==> config.mk <==
export PLATFORM = sky130hd
export DESIGN_NAME = entry_rx
export DESIGN_NICKNAME = d
export VERILOG_FILES = /design/src/rtl/entry_rx.sv
export SDC_FILE = /design/constraint.sdc
export NUM_CORES = 1
export LEC_CHECK = 0
export CAP_MARGIN = 15
export CORE_ASPECT_RATIO = 1.4
export CORE_UTILIZATION = 35
export CTS_CLUSTER_DIAMETER = 150
export DETAILED_ROUTE_END_ITERATION = 10
export MAX_ROUTING_LAYER = met4
export PLACE_DENSITY = 0.52
export REMOVE_ABC_BUFFERS = 1
export SYNTH_ARGS = -nofsm -noshare
export SYNTH_HDL_FRONTEND = slang
export SYNTH_SLANG_ARGS = --single-unit
==> constraint.sdc <==
create_clock -name clk -period 3.6 [get_ports clk]
set_input_delay 0.72 -clock clk [delete_from_list [all_inputs] [get_ports clk]]
set_output_delay 0.72 -clock clk [all_outputs]
set_load 0.005 [all_outputs]
==> src/rtl/entry_rx.sv <==
// UART 8N1 receiver: two-flop input synchroniser, mid-bit sampling FSM,
// one-cycle byte strobe and framing-error pulse.
module entry_rx #(
    parameter int CLKS_PER_BIT = 4,
    parameter int DATA_BITS    = 8
) (
    input  logic                 clk,
    input  logic                 rst,
    input  logic                 data,
    output logic                 out,
    output logic [DATA_BITS-1:0] rx_byte,
    output logic                 frame_err,
    output logic                 busy
);

    localparam int CW = (CLKS_PER_BIT > 1) ? $clog2(CLKS_PER_BIT) : 1;
    localparam int BW = (DATA_BITS > 1) ? $clog2(DATA_BITS) : 1;
    localparam logic [CW-1:0] HALF_LAST = CW'(CLKS_PER_BIT / 2 - 1);
    localparam logic [CW-1:0] FULL_LAST = CW'(CLKS_PER_BIT - 1);
    localparam logic [BW-1:0] BIT_LAST  = BW'(DATA_BITS - 1);

    typedef enum logic [2:0] {
        S_IDLE,
        S_START,
        S_DATA,
        S_STOP,
        S_BREAK
    } state_t;

    state_t                 state_q, state_d;
    logic                   sync1_q, rxs_q;
    logic [CW-1:0]          clk_cnt_q, clk_cnt_d;
    logic [BW-1:0]          bit_idx_q, bit_idx_d;
    logic [DATA_BITS-1:0]   shift_q;
    logic [DATA_BITS-1:0]   rx_byte_q;
    logic                   out_q, out_d;
    logic                   frame_err_q, frame_err_d;
    logic                   sample_bit;
    logic                   load_byte;

    always_ff @(posedge clk) begin
        if (rst) begin
            sync1_q     <= 1'b1;
            rxs_q       <= 1'b1;
            state_q     <= S_IDLE;
            clk_cnt_q   <= '0;
            bit_idx_q   <= '0;
            rx_byte_q   <= '0;
            out_q       <= 1'b0;
            frame_err_q <= 1'b0;
        end else begin
            sync1_q     <= data;
            rxs_q       <= sync1_q;
            state_q     <= state_d;
            clk_cnt_q   <= clk_cnt_d;
            bit_idx_q   <= bit_idx_d;
            out_q       <= out_d;
            frame_err_q <= frame_err_d;
            if (load_byte) begin
                rx_byte_q <= shift_q;
            end
        end
    end

    // Each shift-register bit captures the line only on its own data-bit sample.
    for (genvar gi = 0; gi < DATA_BITS; gi++) begin : g_shift
        always_ff @(posedge clk) begin
            if (rst) begin
                shift_q[gi] <= 1'b0;
            end else if (sample_bit && (bit_idx_q == BW'(gi))) begin
                shift_q[gi] <= rxs_q;
            end
        end
    end

    always_comb begin
        state_d     = state_q;
        clk_cnt_d   = clk_cnt_q + CW'(1);
        bit_idx_d   = bit_idx_q;
        out_d       = 1'b0;
        frame_err_d = 1'b0;
        sample_bit  = 1'b0;
        load_byte   = 1'b0;
        case (state_q)
            S_IDLE: begin
                clk_cnt_d = '0;
                if (!rxs_q) begin
                    state_d = S_START;
                end
            end
            S_START: begin
                if (clk_cnt_q == HALF_LAST) begin
                    clk_cnt_d = '0;
                    bit_idx_d = '0;
                    state_d   = rxs_q ? S_IDLE : S_DATA;
                end
            end
            S_DATA: begin
                if (clk_cnt_q == FULL_LAST) begin
                    clk_cnt_d  = '0;
                    sample_bit = 1'b1;
                    if (bit_idx_q == BIT_LAST) begin
                        state_d = S_STOP;
                    end else begin
                        bit_idx_d = bit_idx_q + BW'(1);
                    end
                end
            end
            S_STOP: begin
                if (clk_cnt_q == FULL_LAST) begin
                    clk_cnt_d = '0;
                    if (rxs_q) begin
                        load_byte = 1'b1;
                        out_d     = 1'b1;
                        state_d   = S_IDLE;
                    end else begin
                        frame_err_d = 1'b1;
                        state_d     = S_BREAK;
                    end
                end
            end
            S_BREAK: begin
                // A held-low line must return high before another start is accepted.
                clk_cnt_d = '0;
                if (rxs_q) begin
                    state_d = S_IDLE;
                end
            end
            default: begin
                state_d   = S_IDLE;
                clk_cnt_d = '0;
            end
        endcase
    end

    assign out       = out_q;
    assign frame_err = frame_err_q;
    assign rx_byte   = rx_byte_q;
    assign busy      = (state_q != S_IDLE);

endmodule

==> impl_metrics.py <==
metrics = {
    "status": {
        "status": "completed",
    },
    "drt": {
        "num_vias": 1008,
        "dr.pass1.iters": 4,
        "wire_per_inst_um": 13.7,
        "ant_nets": 0,
        "drt-initial-drc-count": 14,
        "drcViolationCount": 0,
        "drt-total-wl_um": 2620,
        "avgViaCountPerCell": 5.28,
    },
    "clock_network": {
        "ctsHoldBuffers": 0,
        "cts_buffers": 3,
        "post_cts_buffers": 0,
        "root_buffer": "clkbuf_8",
        "clk_path_buf_depth": 2,
        "path_clk_slew_ns": 0.10,
        "h-tree-depth": 1,
        "cts_tree": "yes",
        "cts.sinks": 28,
        "clock_latency_ns": 0.28,
        "cts-resized-gates": 0,
    },
    "finish": {
        "final_common_cell": "dfxtp_1",
        "final-seq-area_um2": 561,
        "layout.cells.non_filler": 191,
        "nFillCells": 363,
        "area_growth_syn_to_layout_pct": 15.8,
        "nets": 164,
        "final_cell_mix": "dfxtp_1 (28), nand3_1 (17), a21oi_1 (15), clkdlybuf4s50_1 (13), nand2b_1 (11)",
        "multi_input_area_um2": 668,
        "drive_above_1_share": 0.0530,
        "diodes": 0,
    },
    "sta": {
        "final.setup_skew_ns": 0.00293,
        "worst_slack_ns": 1.29,
        "min_period_over_period": 0.643,
        "tightest_slew_ns": 1.00,
        "setup_viol": 0,
        "hold_viol_final": 0,
        "drv_slew": 0,
        "rsz0062_at_grt": "no",
        "setup-tns-final_ns": 0,
        "min_period_ns": 2.31,
        "fmax_ghz": 0.432,
        "slew_headroom": 0.331,
        "hold_ws_ns": 0.429,
    },
    "placed_design": {
        "hpwl_um": 1840,
        "portBuffers": 13,
        "dp.cells": 187,
        "place_congestion": 0.710,
        "pre_cts_slack_ns": 1.19,
    },
    "pwr": {
        "clockPowerShare": 0.434,
        "sw_frac_of_total": 0.198,
        "p_leak_nw": 0.545,
        "combinationalPowerShare": 0.026,
        "power.density_nw_per_um2": 385,
        "switching_power_mw": 0.115,
        "ir_worst_vdd_v": 0.000196,
        "p_int_mw": 0.467,
        "pwr-share-seq": 0.540,
    },
    "worst_setup_path": {
        "cp_num_cells": 2,
        "cp-startpoint": "state_q[1]",
        "r2r-end": "bit_idx_q[0]",
        "crit_arrival_ns": 1.59,
        "critical_path.endpoint": "busy",
        "cp.required_ns": 2.88,
        "worstSetupPathType": "reg -> out",
        "regToRegSetupSlack_ns": 2.04,
        "r2r_start": "clk_cnt_q[0]",
        "end_kind": "primary output",
        "crit_family": "flip-flops",
        "crit_chain": "or3_1 -> clkdlybuf4s50_1",
        "path_max_fanout": 16,
        "startpoint_type": "register",
        "ff2ff_path_depth": 4,
        "slowest_stage": "dfxtp_1",
        "critPathBufInv": 1,
        "max_stage_delay_ns": 0.47,
    },
    "yosys": {
        "synth_seq_cells": 28,
        "yosys_warnings": 0,
        "synth_cells": 143,
        "synth_cell_types": 29,
        "syn_area_per_cell_um2": 9.12,
        "synth_area_um2": 1300,
        "ys_seq_area_frac": 0.430,
    },
    "floorplan": {
        "io_pins": 14,
        "rows": 25,
        "initial_core_util": 0.375,
        "die_h_um": 74.2,
        "die_x_um": 53.6,
        "die_area_um2": 3980,
        "core_um2": 3470,
    },
    "global_routing": {
        "grt_pass1_vias": 974,
        "grt_use_total": 0.155,
        "grt-ovfl-total": 0,
        "antenna_found_initial": 0,
        "grt_max_degree": 33,
        "grt_pass1_wl_um": 4360,
    },
    "run": {
        "maxCapViolations": 0,
    },
    "min_path": {
        "hp-class": "reg -> reg",
    },
}
==> layout make-up <==
class | count | area share
Sequential cell | 28 | 0.371
Clock buffer | 3 | 0.0273
Tap cell | 40 | 0.0331
Inverter | 8 | 0.0199
Timing Repair Buffer | 13 | 0.0862
Multi-Input combinational cell | 98 | 0.442
Clock inverter | 1 | 0.0199
==> cell usage after synthesis <==
cell | number | area (um2)
a211oi_1 | 1 | 7.51
a21oi_1 | 15 | 75.1
and3_1 | 1 | 6.26
and4b_1 | 1 | 10.0
and4bb_1 | 1 | 12.5
buf_2 | 3 | 15.0
buf_4 | 2 | 15.0
clkbuf_1 | 4 | 15.0
dfxtp_1 | 28 | 561
ha_1 | 9 | 113
inv_1 | 8 | 30.0
mux2_2 | 1 | 11.3
mux2i_1 | 7 | 70.1
nand2_1 | 3 | 11.3
nand2b_1 | 11 | 68.8
nand3_1 | 17 | 85.1
nand3b_1 | 1 | 7.51
nand4b_1 | 1 | 8.76
nand4bb_1 | 2 | 22.5
nor2_1 | 1 | 3.75
nor3_1 | 6 | 30.0
nor4_1 | 1 | 6.26
nor4bb_1 | 1 | 10.0
o211ai_1 | 1 | 7.51
o21ai_0 | 10 | 50.1
o32ai_1 | 2 | 17.5
or2_2 | 3 | 18.8
or3_1 | 1 | 6.26
or3b_1 | 1 | 8.76
==> power groups by stage <==
stage	sequential (mW)	clock, mW	combinational [mW]
after detailed placement	0.321	0	0.0150
final	0.314	0.253	0.0151
after global placement	0.321	0	0.0146
after global routing	0.315	0.272	0.0166
after CTS	0.314	0.256	0.0151
after floorplan	0.320	0	0.00665
==> cells by family after synthesis <==
kind of cell | synth area share
buf+inv | 0.0576
mux | 0.0624
flops | 0.430
simple gates | 0.243
fa+ha+maj | 0.0864
compound gates | 0.121
==> flip-flops by register name, indices dropped and copies added, names as in the netlist <==
signal / count
out: 1
rxs_q: 1
sync1_q: 1
bit_idx_q: 3
shift_q: 8
rx_byte: 8
clk_cnt_q: 2
frame_err: 1
state_q: 3
==> worst reg2reg max path, stage by stage (launching register included) <==
cell and delay (ns):
dfxtp_1 0.37, ha_1 0.31, and4bb_1 0.45, a21oi_1 0.12, a211oi_1 0.21
==> worst min path at each step <==
| stage | startpoint | to | depth (start not counted) |
|---|---|---|---|
| 4_1_cts | sync1_q | rxs_q | 1 |
| 5_1_grt | sync1_q | rxs_q | 1 |
| 3_5_place_dp | sync1_q | rxs_q | 1 |
| 3_3_place_gp | sync1_q | rxs_q | 1 |
| 2_1_floorplan | sync1_q | rxs_q | 1 |
| 6_report | sync1_q | rxs_q | 1 |
==> metal layers <==
metal / global-route usage / vias to the layer above / wire [um]
li1: - / 517 / -
met1: 0.173 / 477 / 1220
met2: 0.264 / 10 / 1330
met3: 0.0245 / 4 / 41
met4: 0.0673 / 0 / 31
met5: - / - / 0
==> through the flow <==
stage / utilization / cell area [um2] / total power, mW
5_1_grt: 0.435 / 1510 / 0.603
4_1_cts: 0.435 / 1510 / 0.585
6_report: 0.435 / 1510 / 0.582
2_1_floorplan: - / 1260 / 0.327
3_3_place_gp: 0.414 / 1440 / 0.336
3_5_place_dp: 0.414 / 1440 / 0.336
Note: power is estimated with default switching activity, not from simulation.
==> variant 1: new RTL, same flow settings <==
The output `out` loses its register stage (`out_q` becomes a continuous assignment).
--- a/src/rtl/entry_rx.sv
+++ b/src/rtl/entry_rx.sv
@@ -46,7 +46,6 @@
             clk_cnt_q   <= '0;
             bit_idx_q   <= '0;
             rx_byte_q   <= '0;
-            out_q       <= 1'b0;
             frame_err_q <= 1'b0;
         end else begin
             sync1_q     <= data;
@@ -54,13 +53,14 @@
             state_q     <= state_d;
             clk_cnt_q   <= clk_cnt_d;
             bit_idx_q   <= bit_idx_d;
-            out_q       <= out_d;
             frame_err_q <= frame_err_d;
             if (load_byte) begin
                 rx_byte_q <= shift_q;
             end
         end
     end
+
+    assign out_q = out_d;
 
     // Each shift-register bit captures the line only on its own data-bit sample.
     for (genvar gi = 0; gi < DATA_BITS; gi++) begin : g_shift
Function: no difference found for any inputs over 10 cycles, from zero or initial values and one cycle with rst high; that may be too few to reach the edited logic, so the function may still have changed.
==> variant 1 against the original RTL <==
  * Wire length grew 0.19%
  * Via count about the same
  * Critical path depth rose by 2
  * Fmax decreased by 14%
  * Global-route usage about the same
  * Setup slack got worse by 0.38 ns
  * Clock skew shrank 0.0010 ns
  * Sequential power decreased by 4%
  * Area after synthesis hardly changed
  * Critical path type unchanged
  * Final area decreased by 2.1%
  * Sequential cell count shrank 1
  * Power decreased by 15%
  * Register-to-register slack worse by 0.04 ns
==> variant 1: results (changes against the original RTL) <==
Post-cts resize count -> 0 (unchanged)
Yosys cell types -> 31 (+6.9%)
Worst-skew pair later-pin latency -> 0.27 ns
Routed WL -> 2626 um (+0.19%)
Clk Tree Root Cell -> clkbuf_8
Fraction of layout cells with a size suffix above 1 -> 6.623% (+1.3 points)
CTS Buffer Depth -> 2 (unchanged)
Largest delay contributor family on the critical path -> buffers and inverters
Synth area leaders -> dfxtp_1, ha_1, nand3_1
1st-iter DRT viols -> 22 (+8)
Worst r2r src -> bit_idx_q[0]
Fill count -> 363 (unchanged)
Global-route wire length before repair -> 4422 um (+1.4%)
Router iterations before antenna repair -> 4 (unchanged)
Critical path fanouts, max -> 10 (-6)
Setup Skew -> 0.001912 ns (-0.001022 ns)
Worst slew pin tran -> 0.9673 ns (-0.03289 ns)
# nets final -> 164 (unchanged)
Synth warnings -> 0 (unchanged)
Worst min-delay path class -> register to register
Largest net degree at the start of global routing -> 31 (-6.1%)
CTS buffer count -> 3 (unchanged)
Clk pin slew, worst setup/hold paths -> 0.10 ns (about the same)
Crit path from -> clk_cnt_q[0]
Leakage -> 0.0005537 uW (+1.6%)
Asr flop ratio synth -> 0% (unchanged)
Placed cell areas -> 1430 um2 (-0.61%)
Setup WS pre-CTS -> 1.212 ns (+0.02693 ns)
GRT Total Usage -> 15.44% (-0.029 points)
Pint -> 385.3 uW (-17%)
DP HPWL -> 1870 um (+1.4%)
N_diodes -> 0 (unchanged)
CTS H-tree depth -> 1 (unchanged)
Final Setup Violations -> 0 (unchanged)
Worst EP arrival -> 1.97 ns (+0.38 ns)
Placer Congestion -> 0.7386 (+4.0%)
Min-delay src -> sync1_q
Top FF cell, synth -> dfxtp_1
Max rail drop VDD -> 0.1780 mV (-9.4%)
Status -> finished, final reports clean
Seq/Total Area, Yosys -> 41.42% (-1.6 points)
Via count -> 1007 (-0.099%)
Synth top cells by count -> dfxtp_1, nand3_1, a21oi_1
PortBufs -> 13 (unchanged)
CP max stage cell -> clkdlybuf4s50_1
Post-CTS Setup Inserts -> 0 (unchanged)
Initial antenna violation count -> 0 (unchanged)
Worst path max stage delay -> 0.51 ns (+0.04 ns)
## variant 1: cell count changes after synthesis, moves of 2 or more
cell     change
a21oi_1      -2
buf_4        +2
nor3_1       -2
nor2_1       +3
## variant 1: cells by family after synthesis
| family | count (synthesis) | share of synthesized area [%] |
|---|---|---|
| simple gates | 51 | 23.68 |
| fa+ha+maj | 9 | 8.629 |
| mux | 7 | 5.369 |
| compound gates | 31 | 14.10 |
| flops | 27 | 41.42 |
| buf+inv | 19 | 6.807 |
## variant 1: layer usage
metal / global-route usage [%] / up-vias / share of wire, %
met1: 17.88 / 482 / 45
met2: 26.81 / 8 / 54
met4: 5.263 / 0 / 0.61
met5: - / - / 0
li1: - / 515 / -
met3: 1.840 / 2 / 1.3
## variant 1: cell type report
class,instances,area share [%]
Clock buffer,3,2.792
Tap cell,40,3.384
Sequential cell,27,36.55
Clock inverter,1,0.5076
Timing Repair Buffer,13,8.799
Multi-Input combinational cell,98,45.69
Inverter,9,2.284
## variant 1: worst paths after layout
path,end,slack [ns],cells past startpoint
worst min register to register,rxs_q,0.43,1
worst max-delay path,out,0.91,4
worst max register to register,bit_idx_q[1],2.00,5
worst min-delay path,rxs_q,0.43,1
## variant 1: through the flow
step,util (%),cells
2_1_floorplan,-,134
3_3_place_gp,41.19,187
3_5_place_dp,41.19,187
4_1_cts,42.59,191
5_1_grt,42.59,191
6_report,42.59,191
## variant 1: power by group through the flow
| stage | clock network, uW | logic [uW] | registers (uW) |
|---|---|---|---|
| floorplan | 0 | 7.13 | 309 |
| global route | 193 | 17.1 | 303 |
| finish | 178 | 15.4 | 303 |
| global placement | 0 | 15.3 | 310 |
| detailed placement | 0 | 15.5 | 310 |
| CTS | 184 | 15.5 | 303 |
==> variant 2: new RTL, same settings <==
Without the edit above. The parameter `DATA_BITS` goes from 8 to 16.
--- a/src/rtl/entry_rx.sv
+++ b/src/rtl/entry_rx.sv
@@ -2,7 +2,7 @@
 // one-cycle byte strobe and framing-error pulse.
 module entry_rx #(
     parameter int CLKS_PER_BIT = 4,
-    parameter int DATA_BITS    = 8
+    parameter int DATA_BITS    = 16
 ) (
     input  logic                 clk,
     input  logic                 rst,
Interface: changed (resized rx_byte); port bits go from 14 to 22. No check against the original RTL was run, so the function may have changed too.
==> variant 2 against the original RTL <==
  * Area after synthesis grew 57%
  * Register-to-register slack lost 0.41 ns
  * Fmax shrank 0.49%
  * Setup slack lost 0.011 ns
  * Sequential cell count grew 17
  * Wire length grew 62%
  * Sequential share of layout area grew 1.2 points
  * Final area grew 56%
  * Power grew 46%
  * Count of clock-buffer cells in the layout grew 2
  * Non-clock buffer count grew 11
  * Critical path type unchanged
  * Highest routed layer unchanged
==> variant 2: results (changes against the original RTL) <==
Status -> finished, final reports clean
Synth Area in Compound Gates -> 12.44% (+0.35 points)
PortBufs -> 21 (+8)
Top FF cell, synth -> dfxtp_1
N_diodes -> 0 (unchanged)
Worst path max stage delay -> 0.64 ns (+0.17 ns)
Worst slew pin tran -> 0.7605 ns (-0.2396 ns)
Seq/Total Area, Yosys -> 44.12% (+1.1 points)
Worst r2r src -> clk_cnt_q[0]
Via count -> 1611 (+60%)
1st-iter DRT viols -> 63 (+49)
Largest net degree at the start of global routing -> 27 (-18%)
Yosys cell types -> 36 (+24%)
Critical path fanouts, max -> 18 (+2)
Synth top cells by count -> dfxtp_1, nand3_1, a21oi_1
Worst-skew pair later-pin latency -> 0.30 ns (+0.02 ns)
Vias in the first global route -> 1515 (+56%)
M1 WL -> 1938 um (+60%)
Setup WS pre-CTS -> 1.272 ns (+0.08654 ns)
Final Setup Violations -> 0 (unchanged)
Worst EP arrival -> 1.61 ns (+0.02 ns)
Global-route wire length before repair -> 7231 um (+66%)
Router iterations before antenna repair -> 2 (-2)
CTS buffer count -> 5 (+2)
# nets final -> 249 (+52%)
GRT Total Usage -> 15.61% (+0.14 points)
Clk Tree Root Cell -> clkbuf_8
Crit path capture -> busy
DP HPWL -> 2789 um (+51%)
Mux cell area share after synthesis -> 7.904% (+1.7 points)
Worst R2R Setup Slack -> 1.63 ns (-0.41 ns)
Routed WL -> 4248 um (+62%)
Post-layout min period -> 2.325 ns (+0.01139 ns)
DR WL met2 -> 2165 um (+63%)
Leakage -> 0.0008652 uW (+59%)
Max rail drop VDD -> 0.2182 mV (+11%)
Fraction of layout cells with a size suffix above 1 -> 5.833% (+0.54 points)
Synth area leaders -> dfxtp_1, nand3_1, mux2i_1
Area share of fa/ha/maj cells after synthesis -> 4.289% (-4.3 points)
Placer Congestion -> 0.7298 (+2.8%)
WL met3 -> 82 um (+100%)
Setup Skew -> 0.007012 ns (+0.004078 ns)
CTS H-tree depth -> 2 (+1)
FF-to-FF End -> rx_byte[13]
[variant 2: final cells by class]
type,instances,area [um2]
clock buffer,5,68.82
tap,68,85.08
sequential,45,900.9
fill,595,3217
clock inverter,3,21.27
inverter,6,22.52
multi-input combinational,157,1017
timing repair buffer,24,232.7
[variant 2: how the worst min path moves through the flow]
stage | from | end | slack [ns] | depth (start not counted)
finish | sync1_q | rxs_q | 0.42 | 1
global route | sync1_q | rxs_q | 0.45 | 1
CTS | sync1_q | rxs_q | 0.42 | 1
detailed placement | sync1_q | rxs_q | 0.40 | 1
global placement | sync1_q | rxs_q | 0.39 | 1
floorplan | sync1_q | rxs_q | 0.39 | 1
[variant 2: power by group]
part / switching (uW) / internal [uW]
combinational: 16.8 / 12.4
clock: 181 / 138
sequential: 4.38 / 499
total: 202 / 650
[variant 2: routing by layer]
layer	global-route usage, %	vias to the layer above
li1	-	830
met3	2.956	6
met4	5.319	0
met2	26.01	19
met1	18.45	756
met5	-	-
[variant 2: cell families after synthesis]
| logic type | after synthesis |
|---|---|
| compound gates | 48 |
| fa+ha+maj | 7 |
| simple gates | 86 |
| flops | 45 |
| mux | 16 |
| buf+inv | 25 |
[variant 2: stage by stage]
step	power [uW]	cell area [um2]	std cells
finish	851.8	2349	308
global route	888.4	2349	308
CTS	868.7	2349	308
detailed placement	545.8	2258	300
global placement	545.4	2258	300
floorplan	527.5	1941	208
